===== src/rtl/tpu_pkg.sv =====
// Shared Mini TPU definitions: datapath widths, opcode encodings, FSM state types.
package tpu_pkg;
  localparam int DATA_WIDTH  = 8;
  localparam int INSTR_WIDTH = 16;

  localparam logic [1:0] OP_START = 2'b00;
  localparam logic [1:0] OP_STOP  = 2'b01;
  localparam logic [1:0] OP_LOAD  = 2'b10;
  localparam logic [1:0] OP_STORE = 2'b11;

  localparam logic [INSTR_WIDTH-1:0] INSTR_RESET = 16'h4000;

  typedef enum logic {LO_WAIT, HI_HELD} asm_state_t;
  typedef enum logic {IDLE, COMPUTE} iss_state_t;

  function automatic logic [1:0] opcode(input logic [INSTR_WIDTH-1:0] w);
    return w[INSTR_WIDTH-1 -: 2];
  endfunction
endpackage


===== src/rtl/instr_fifo.sv =====
// Synchronous instruction FIFO: wrap-around pointers plus an explicit occupancy count.
module instr_fifo
  import tpu_pkg::*;
#(
  parameter int DEPTH = 4
) (
  input  logic                   clk,
  input  logic                   rst_n,
  input  logic                   push,
  input  logic [INSTR_WIDTH-1:0] din,
  input  logic                   pop,
  output logic [INSTR_WIDTH-1:0] dout,
  output logic                   full,
  output logic                   empty,
  output logic [$clog2(DEPTH):0] count
);
  localparam int AW = $clog2(DEPTH);
  localparam logic [AW:0] FULL_CNT = (AW+1)'(DEPTH);

  logic [INSTR_WIDTH-1:0] r_mem [DEPTH];
  logic [AW-1:0]          r_wptr;
  logic [AW-1:0]          r_rptr;
  logic [AW:0]            r_count;
  logic                   w_do_push;
  logic                   w_do_pop;

  assign full      = (r_count == FULL_CNT);
  assign empty     = (r_count == '0);
  assign count     = r_count;
  assign dout      = r_mem[r_rptr];
  assign w_do_push = push && !full;
  assign w_do_pop  = pop && !empty;

  always_ff @(posedge clk) begin
    if (w_do_push) r_mem[r_wptr] <= din;
  end

  always_ff @(posedge clk or negedge rst_n) begin
    if (!rst_n) begin
      r_wptr  <= '0;
      r_rptr  <= '0;
      r_count <= '0;
    end else begin
      if (w_do_push) r_wptr <= r_wptr + 1'b1;
      if (w_do_pop)  r_rptr <= r_rptr + 1'b1;
      case ({w_do_push, w_do_pop})
        2'b10:   r_count <= r_count + 1'b1;
        2'b01:   r_count <= r_count - 1'b1;
        default: r_count <= r_count;
      endcase
    end
  end
endmodule


===== src/rtl/instr_fetch.sv =====
// Instruction fetch: pairs input bytes into 16-bit words, buffers them, and issues
// one per cycle except while a START-triggered compute window is running.
module instr_fetch
  import tpu_pkg::*;
#(
  parameter int FIFO_DEPTH     = 4,
  parameter int COMPUTE_CYCLES = 10
) (
  input  logic                        clk,
  input  logic                        rst_n,
  input  logic [DATA_WIDTH-1:0]       byte_in,
  input  logic                        byte_valid,
  output logic                        byte_ready,
  output logic [INSTR_WIDTH-1:0]      instruction,
  output logic                        instr_valid,
  output logic                        busy,
  output logic [$clog2(FIFO_DEPTH):0] fifo_count
);
  localparam logic [7:0] CNT_LOAD = 8'(COMPUTE_CYCLES - 1);

  asm_state_t             r_asm_state;
  logic [DATA_WIDTH-1:0]  r_high;
  iss_state_t             r_iss_state;
  logic [7:0]             r_cnt;

  logic                   w_accept;
  logic                   w_push;
  logic                   w_pop;
  logic                   w_start;
  logic                   w_full;
  logic                   w_empty;
  logic [INSTR_WIDTH-1:0] w_head;

  assign byte_ready = !w_full;
  assign w_accept   = byte_valid && byte_ready;
  assign w_push     = w_accept && (r_asm_state == HI_HELD);
  // The edge that closes the compute window is also allowed to issue, so the
  // next instruction lands exactly COMPUTE_CYCLES edges after the START.
  assign w_pop      = !w_empty &&
                      ((r_iss_state == IDLE) || (r_cnt == '0));
  assign w_start    = w_pop && (opcode(w_head) == OP_START);

  instr_fifo #(
    .DEPTH (FIFO_DEPTH)
  ) u_fifo (
    .clk   (clk),
    .rst_n (rst_n),
    .push  (w_push),
    .din   ({r_high, byte_in}),
    .pop   (w_pop),
    .dout  (w_head),
    .full  (w_full),
    .empty (w_empty),
    .count (fifo_count)
  );

  always_ff @(posedge clk or negedge rst_n) begin
    if (!rst_n) begin
      r_asm_state <= LO_WAIT;
      r_high      <= '0;
    end else if (w_accept) begin
      if (r_asm_state == LO_WAIT) begin
        r_high      <= byte_in;
        r_asm_state <= HI_HELD;
      end else begin
        r_asm_state <= LO_WAIT;
      end
    end
  end

  always_ff @(posedge clk or negedge rst_n) begin
    if (!rst_n) begin
      r_iss_state <= IDLE;
      r_cnt       <= '0;
      instruction <= INSTR_RESET;
      instr_valid <= 1'b0;
      busy        <= 1'b0;
    end else begin
      instr_valid <= w_pop;
      if (w_pop) instruction <= w_head;
      if (w_start) begin
        r_cnt       <= CNT_LOAD;
        r_iss_state <= COMPUTE;
        busy        <= 1'b1;
      end else if (r_iss_state == COMPUTE) begin
        if (r_cnt == '0) begin
          r_iss_state <= IDLE;
          busy        <= 1'b0;
        end else begin
          r_cnt <= r_cnt - 1'b1;
        end
      end
    end
  end
endmodule


===== config.mk =====
export PLATFORM = sky130hd
export DESIGN_NAME = instr_fetch
export DESIGN_NICKNAME = d
export VERILOG_FILES = /design/src/rtl/tpu_pkg.sv /design/src/rtl/instr_fifo.sv /design/src/rtl/instr_fetch.sv
export SDC_FILE = /design/constraint.sdc
export NUM_CORES = 1
export LEC_CHECK = 0
export ABC_CLOCK_PERIOD_IN_PS = 2900
export BUFFER_PORTS_ARGS = -buffer_cell sky130_fd_sc_hd__buf_2
export CAP_MARGIN = 20
export CORE_MARGIN = 4
export CORE_UTILIZATION = 40
export DETAILED_ROUTE_END_ITERATION = 7
export HOLD_SLACK_MARGIN = 0.15
export PLACE_DENSITY_LB_ADDON = 0.2
export SLEW_MARGIN = 15
export SYNTH_ARGS = -nofsm -noshare
export SYNTH_HDL_FRONTEND = slang
export SYNTH_SLANG_ARGS = --single-unit

===== constraint.sdc =====
create_clock -name clk -period 2.9 [get_ports clk]
set_clock_uncertainty 0.2 [all_clocks]
set_input_delay 0.435 -clock clk [delete_from_list [all_inputs] [get_ports clk]]
set_output_delay 0.435 -clock clk [all_outputs]
set_load 0.1 [all_outputs]

# [Yosys cells after proc, flatten, opt, wreduce, memory -nomap -nowiden]
# Memories as Yosys holds them, arrays and structs flattened.
# Index checks and enable logic that the tools add are counted.
# W data, S select, Z words.
[classes] addsub=5 n_eq_ne=4 muxes=13 n_bitwise=2 reduce_logical=18
[op_table] cell="$mux W8" count=3
[op_table] cell="$mux W1" count=9
[op_table] cell="$logic_not A8 Y1" count=1
[op_table] cell="$sub A8 B1 Y8 const B" count=1
[op_table] cell="$logic_and A1 B1 Y1" count=6
[op_table] cell="$pmux W3 S2" count=1
[op_table] cell="$reduce_and A2 Y1" count=3
[op_table] cell="$reduce_bool A2 Y1" count=3
[op_table] cell="$add A2 B1 Y2 const B" count=2
[op_table] cell="$add A3 B1 Y3 const B" count=1
[op_table] cell="$eq A3 B3 Y1 const B" count=1
[op_table] cell="$logic_not A3 Y1" count=1
[op_table] cell="$sub A3 B1 Y3 const B" count=1
[op_table] cell="$eq A2 B1 Y1 const B" count=1
[op_table] cell="$eq A2 B2 Y1 const B" count=1
[op_table] cell="$logic_not A1 Y1" count=2
[op_table] cell="$logic_not A2 Y1" count=1
[op_table] cell="$ne A2 B2 Y1 const B" count=1
[op_table] cell="$not A1 Y1" count=2
[op_table] cell="$logic_or A1 B1 Y1" count=1
[totals] regBits=43 mem_bits_rw=64 in_bits=11 out_inout_bits=22 elab_cells=53 mem_count=1
[mem_list] memory="u_fifo.r_mem" words=4 width=16 rd=1 rd_ports_with_merged_regs=0 wr=1 line="instr_fifo.sv:20" text="logic [INSTR_WIDTH-1:0] r_mem [DEPTH];"

# [Longest topological paths before layout]
[depth] word_depth=7 mapped_depth=12 depth_no_buf=11

# [By module]
# Synthesis repeated with hierarchy kept, for this count alone.
[hier_totals] cells_unflattened=237 hier_area_um2=4364.2
[by_module_without_submodules] mod="instr_fifo" instances=1 cells_per_inst=121 area_each_um2=2775.2
[by_module_without_submodules] mod="instr_fetch" instances=1 cells_per_inst=116 area_each_um2=1589.0

# [Least setup slack after synthesis]
# Ideal clock, no wire load.
[synth_timing] path_type="register to register" start="register u_fifo.r_count[2] (netlist: u_fifo.count[2])" end="register u_fifo.r_count[2] (netlist: u_fifo.count[2])" setup_time_ns=0.163 t_arrival_ns=3.273 t_required_ns=2.537 slack_ns=-0.736 path_stages_with_launch=11 path_buffers=1 path_cell_list="dfrtp_1 > or3b_1 > and3_1 > clkbuf_1 > inv_1 > ha_1 > inv_1 > fa_1 > xor2_1 > nor2_1 > xor2_1"
[synth_between] elab_chain_cells=7 word_cells_on_any_way=15 classes_between="add/sub (2); eq/ne (3); mux (1); reduce/logical (9)"
[synth_lines] item="start, declared" line="instr_fifo.sv:23" text="logic [AW:0] r_count;"
[synth_lines] item="start signal, assigned" line="instr_fifo.sv:47" text="2'b10: r_count <= r_count + 1'b1;"
[synth_lines] item="start signal, assigned" line="instr_fifo.sv:48" text="2'b01: r_count <= r_count - 1'b1;"
[synth_lines] item="start signal, assigned" line="instr_fifo.sv:49" text="default: r_count <= r_count;"
[synth_lines] item="$eq A3 B3 Y1 (*)" line="instr_fifo.sv:27" text="assign full = (r_count == FULL_CNT);"
[synth_lines] item="$logic_not A1 Y1 (*)" line="instr_fetch.sv:34" text="assign byte_ready = !w_full;"
[synth_lines] item="via byte_ready" line="instr_fetch.sv:13" text="output logic byte_ready,"
[synth_lines] item="$logic_and A1 B1 Y1" line="instr_fetch.sv:35" text="assign w_accept = byte_valid && byte_ready;"
[synth_lines] item="$logic_and A1 B1 Y1" line="instr_fetch.sv:36" text="assign w_push = w_accept && (r_asm_state == HI_HELD);"
[synth_lines] item="$logic_and A1 B1 Y1 (*)" line="instr_fifo.sv:31" text="assign w_do_push = push && !full;"
[synth_lines] item="$eq A2 B1 Y1 or $eq A2 B2 Y1 (tied branches)" line="instr_fifo.sv:46" text="case ({w_do_push, w_do_pop})"
[synth_lines] item="$pmux W3 S2 or $reduce_bool A2 Y1 (tied branches)"
# The timed path passes the listed nets; every way through them passes the cells marked *.
# A chain may end at the register's enable or synchronous reset.

# [Final worst setup path]
[layout_timing] start="register r_cnt[0]" end="register u_fifo.r_count[2] (netlist: u_fifo.count[2])"
[layout_between] elab_chain_cells=6 word_cells_on_any_way=8 classes_between="eq/ne (2); mux (1); reduce/logical (5)"
[layout_lines] item="start, declared" line="instr_fetch.sv:24" text="logic [7:0] r_cnt;"
[layout_lines] item="start signal, assigned" line="instr_fetch.sv:90" text="r_cnt <= r_cnt - 1'b1;"
[layout_lines] item="$logic_not A8 Y1 (*)" line="instr_fetch.sv:40" text="((r_iss_state == IDLE) || (r_cnt == '0));"
[layout_lines] item="$logic_or A1 B1 Y1 (*)" line="instr_fetch.sv:40"
[layout_lines] item="$logic_and A1 B1 Y1 (*)" line="instr_fetch.sv:39" text="assign w_pop = !w_empty &&"
[layout_lines] item="$logic_and A1 B1 Y1 (*)" line="instr_fifo.sv:32" text="assign w_do_pop = pop && !empty;"
[layout_lines] item="$eq A2 B1 Y1 or $eq A2 B2 Y1 (tied branches)" line="instr_fifo.sv:46"
[layout_lines] item="$pmux W3 S2 or $reduce_bool A2 Y1 (tied branches)"
# Every way passes the cells marked *; elsewhere a longest branch is shown, timed or not.

==> out/metrics.yaml <==
grt_pass1_wl_um: 11800
max_freq_mhz: 398
tightest_slew_ns: 0.629
path_delay_family: "adder cells"
drv_cap: 0
syn-num-nets: 245
antennaDiodeCount: 0
die_width_um: 111
slew-limit-headroom_pct: 58.0
htreeDepth: 3
drv_slew: 0
hold_viol: 0
drt_pre_antenna_iters: 4
gp_congestion: 0.712
die_area_mm2: 0.0123
final_area_mm2: 0.00491
synth_area_per_cell_um2: 18.8
cts_tree: "done"
port_buffers: 32
top_level_ports: 33
track_usage_pct: 12.6
cp_max_fo: 7
arrival_ns: 2.60
fin_tns_setup_ns: 0
avgViaCountPerCell: 4.88
period_share_pct: 86.7
synth_seq_cells: 107
post_dp_cell_area_mm2: 0.00461
path_clk_slew_ns: 0.10
synthesis.area_mm2: 0.00425
path_class: "reg2reg"
drc: 0
cpPeakStageDelay_ns: 0.41
fillers: 891
cts_buffers: 9
clock-sinks: 107
critPathLaunchType: "flop"
slowest_stage: "dfrtp_1"
synth_top_cell_area_share_pct: 45.2
yosys_warnings: 0
wl_per_cell_um: 17.0
drive_gt1_share_pct: 30.2
hp-class: "in2reg"
die_y_um: 111
synthCells: 226
fp.coreArea_mm2: 0.0103
timing.hold.ws_ns: 0.183
grt-ovfl-total: 0
status: "completed"
grt_pass1_vias: 2172
cp_num_buf_inv: 2
initial_core_util_pct: 41.2
reg2reg_setup_slack_ns: 0.39
hpwl_um: 4600
clk_path_buf_depth: 2
cts_setup_buffers: 0
setup_viol: 0
yosysUniqueCellTypes: 42
final_nets: 299
end_kind: "flop"
ys_seq_area_share_pct: 70.5
min_period_ns: 2.51
yosysTopAreaCell: "edfxtp_1"
grt_setup_unrepaired: "false"
clk_latency_ns: 0.36
wl_um: 7160
antenna_found_initial: 0
root_buffer: "clkbuf_8"
antenna_left: 0
grt_max_degree: 23
yosys-top-cells-area: "edfxtp_1 45%, dfrtp_1 25%, mux4_2 5.8%"
crit_required_ns: 2.99
drt_iter0_markers: 82
area_growth_pct: 15.5
cp_cell_sequence: "inv_1 > ha_1 > nor4b_4 > a21boi_4 > nor2_8 > ha_1 > inv_1 > fa_1 > xor2_1 > nor2_1 > xor2_1"
vias: 2056
fp-row-count: 37
## path summary, 6_finish.rpt
path,startpoint,endpoint,depth (start not counted)
max,r_cnt[0]$_DFFE_PN0P_,u_fifo.count[2]$_DFFE_PN0P_,11
min,byte_valid,r_asm_state$_DFFE_PN0N_,3
max reg2reg,r_cnt[0]$_DFFE_PN0P_,u_fifo.count[2]$_DFFE_PN0P_,11
min reg2reg,busy$_DFFE_PN0P_,busy$_DFFE_PN0P_,1
max in group asynchronous,rst_n,u_fifo.r_wptr[1]$_DFFE_PN0P_,3
min in group asynchronous,rst_n,r_cnt[1]$_DFFE_PN0P_,2
## final cells by class
| type | instances | area (µm²) | share of cell area (%) |
|---|---|---|---|
| multi-input cells | 105 | 1190 | 24.2 |
| inverters | 8 | 30.0 | 0.611 |
| well taps | 136 | 170 | 3.46 |
| flip-flops and latches | 107 | 3010 | 61.2 |
| repair buffers | 49 | 310 | 6.32 |
| clock inverters | 3 | 46.3 | 0.943 |
| clock buffers | 13 | 160 | 3.26 |
## cells in the mapped netlist, drive strengths merged
master,count
buf,3
ha,7
and3,1
mux4,16
nor4,2
and2,5
edfxtp,64
clkbuf,3
xnor2,4
o22ai,1
nor3,3
nand2b,1
or2,2
dfrtp,42
nand2,6
o21ai,3
dfstp,1
a211oi,1
nor4b,1
a21boi,1
mux2,24
fa,1
nor2,6
o31ai,1
mux2i,2
inv,8
or4,2
or3,3
a21o,1
or3b,3
a21oi,3
xor2,4
nor3b,1
## registers in the layout, indices dropped and copies added, names as in the netlist
| register | cells |
|---|---|
| r_high | 8 |
| r_asm_state | 1 |
| r_iss_state | 1 |
| busy | 1 |
| u_fifo.r_wptr | 2 |
| instr_valid | 1 |
| r_cnt | 8 |
| u_fifo.r_rptr | 2 |
| u_fifo.count | 3 |
| instruction | 16 |
| u_fifo.r_mem | 64 |
## routing by layer
metal / wire, µm / track usage (%) / vias up
met5: 0 / 0 / -
met4: 133 / 4.87 / 0
li1: - / - / 965
met3: 173 / 3.00 / 9
met2: 3400 / 20.3 / 23
met1: 3450 / 16.6 / 1059
## worst register-to-register path: cells and delay by family, from the launching register on
| family | cells | cell delay [ns] |
|---|---|---|
| adders and majority gates | 3 | 0.70 |
| xor gates and xnor gates | 2 | 0.29 |
| DFF | 1 | 0.41 |
| AOI/OAI and AO/OA | 1 | 0.18 |
| and+or+nand+nor | 3 | 0.54 |
| buffers and inverters | 2 | 0.15 |
## cell usage in the layout, fill, tap and decap left out, drive strengths merged, types with 7 or more instances in the layout
master and n:
clkbuf 13, inv 9, edfxtp 64, ha 7, dfrtp 42, buf 40, dlygate4sd3 9, mux4 16
mux2 24
## kinds of logic after synthesis
logic type,after synthesis,share of synthesized area (%)
compound gates,11,1.82
flops,107,70.5
simple gates,36,6.09
fa+ha+maj,8,2.53
xor+xnor,8,1.65
buf+inv,14,1.62
mux,42,15.7
## metrics by stage
step | worst slack (ns) | util (%) | cells
final | 0.385 | 47.6 | 421
after global routing | 0.179 | 47.6 | 421
after detailed placement | 0.376 | 44.7 | 396
after CTS | 0.358 | 47.6 | 421
after floorplan | 0.0120 | - | 226
after global placement | 0.411 | 44.7 | 396
## what timing repair did
action	in CTS	in global routing
gates resized for setup	0	0
endpoints found under the setup margin	0	0
hold endpoints to repair	54	0
hold buffers	9	0
Power is not shown: default switching activity piles up to over one toggle a cycle in this logic, so the estimate is an artifact.
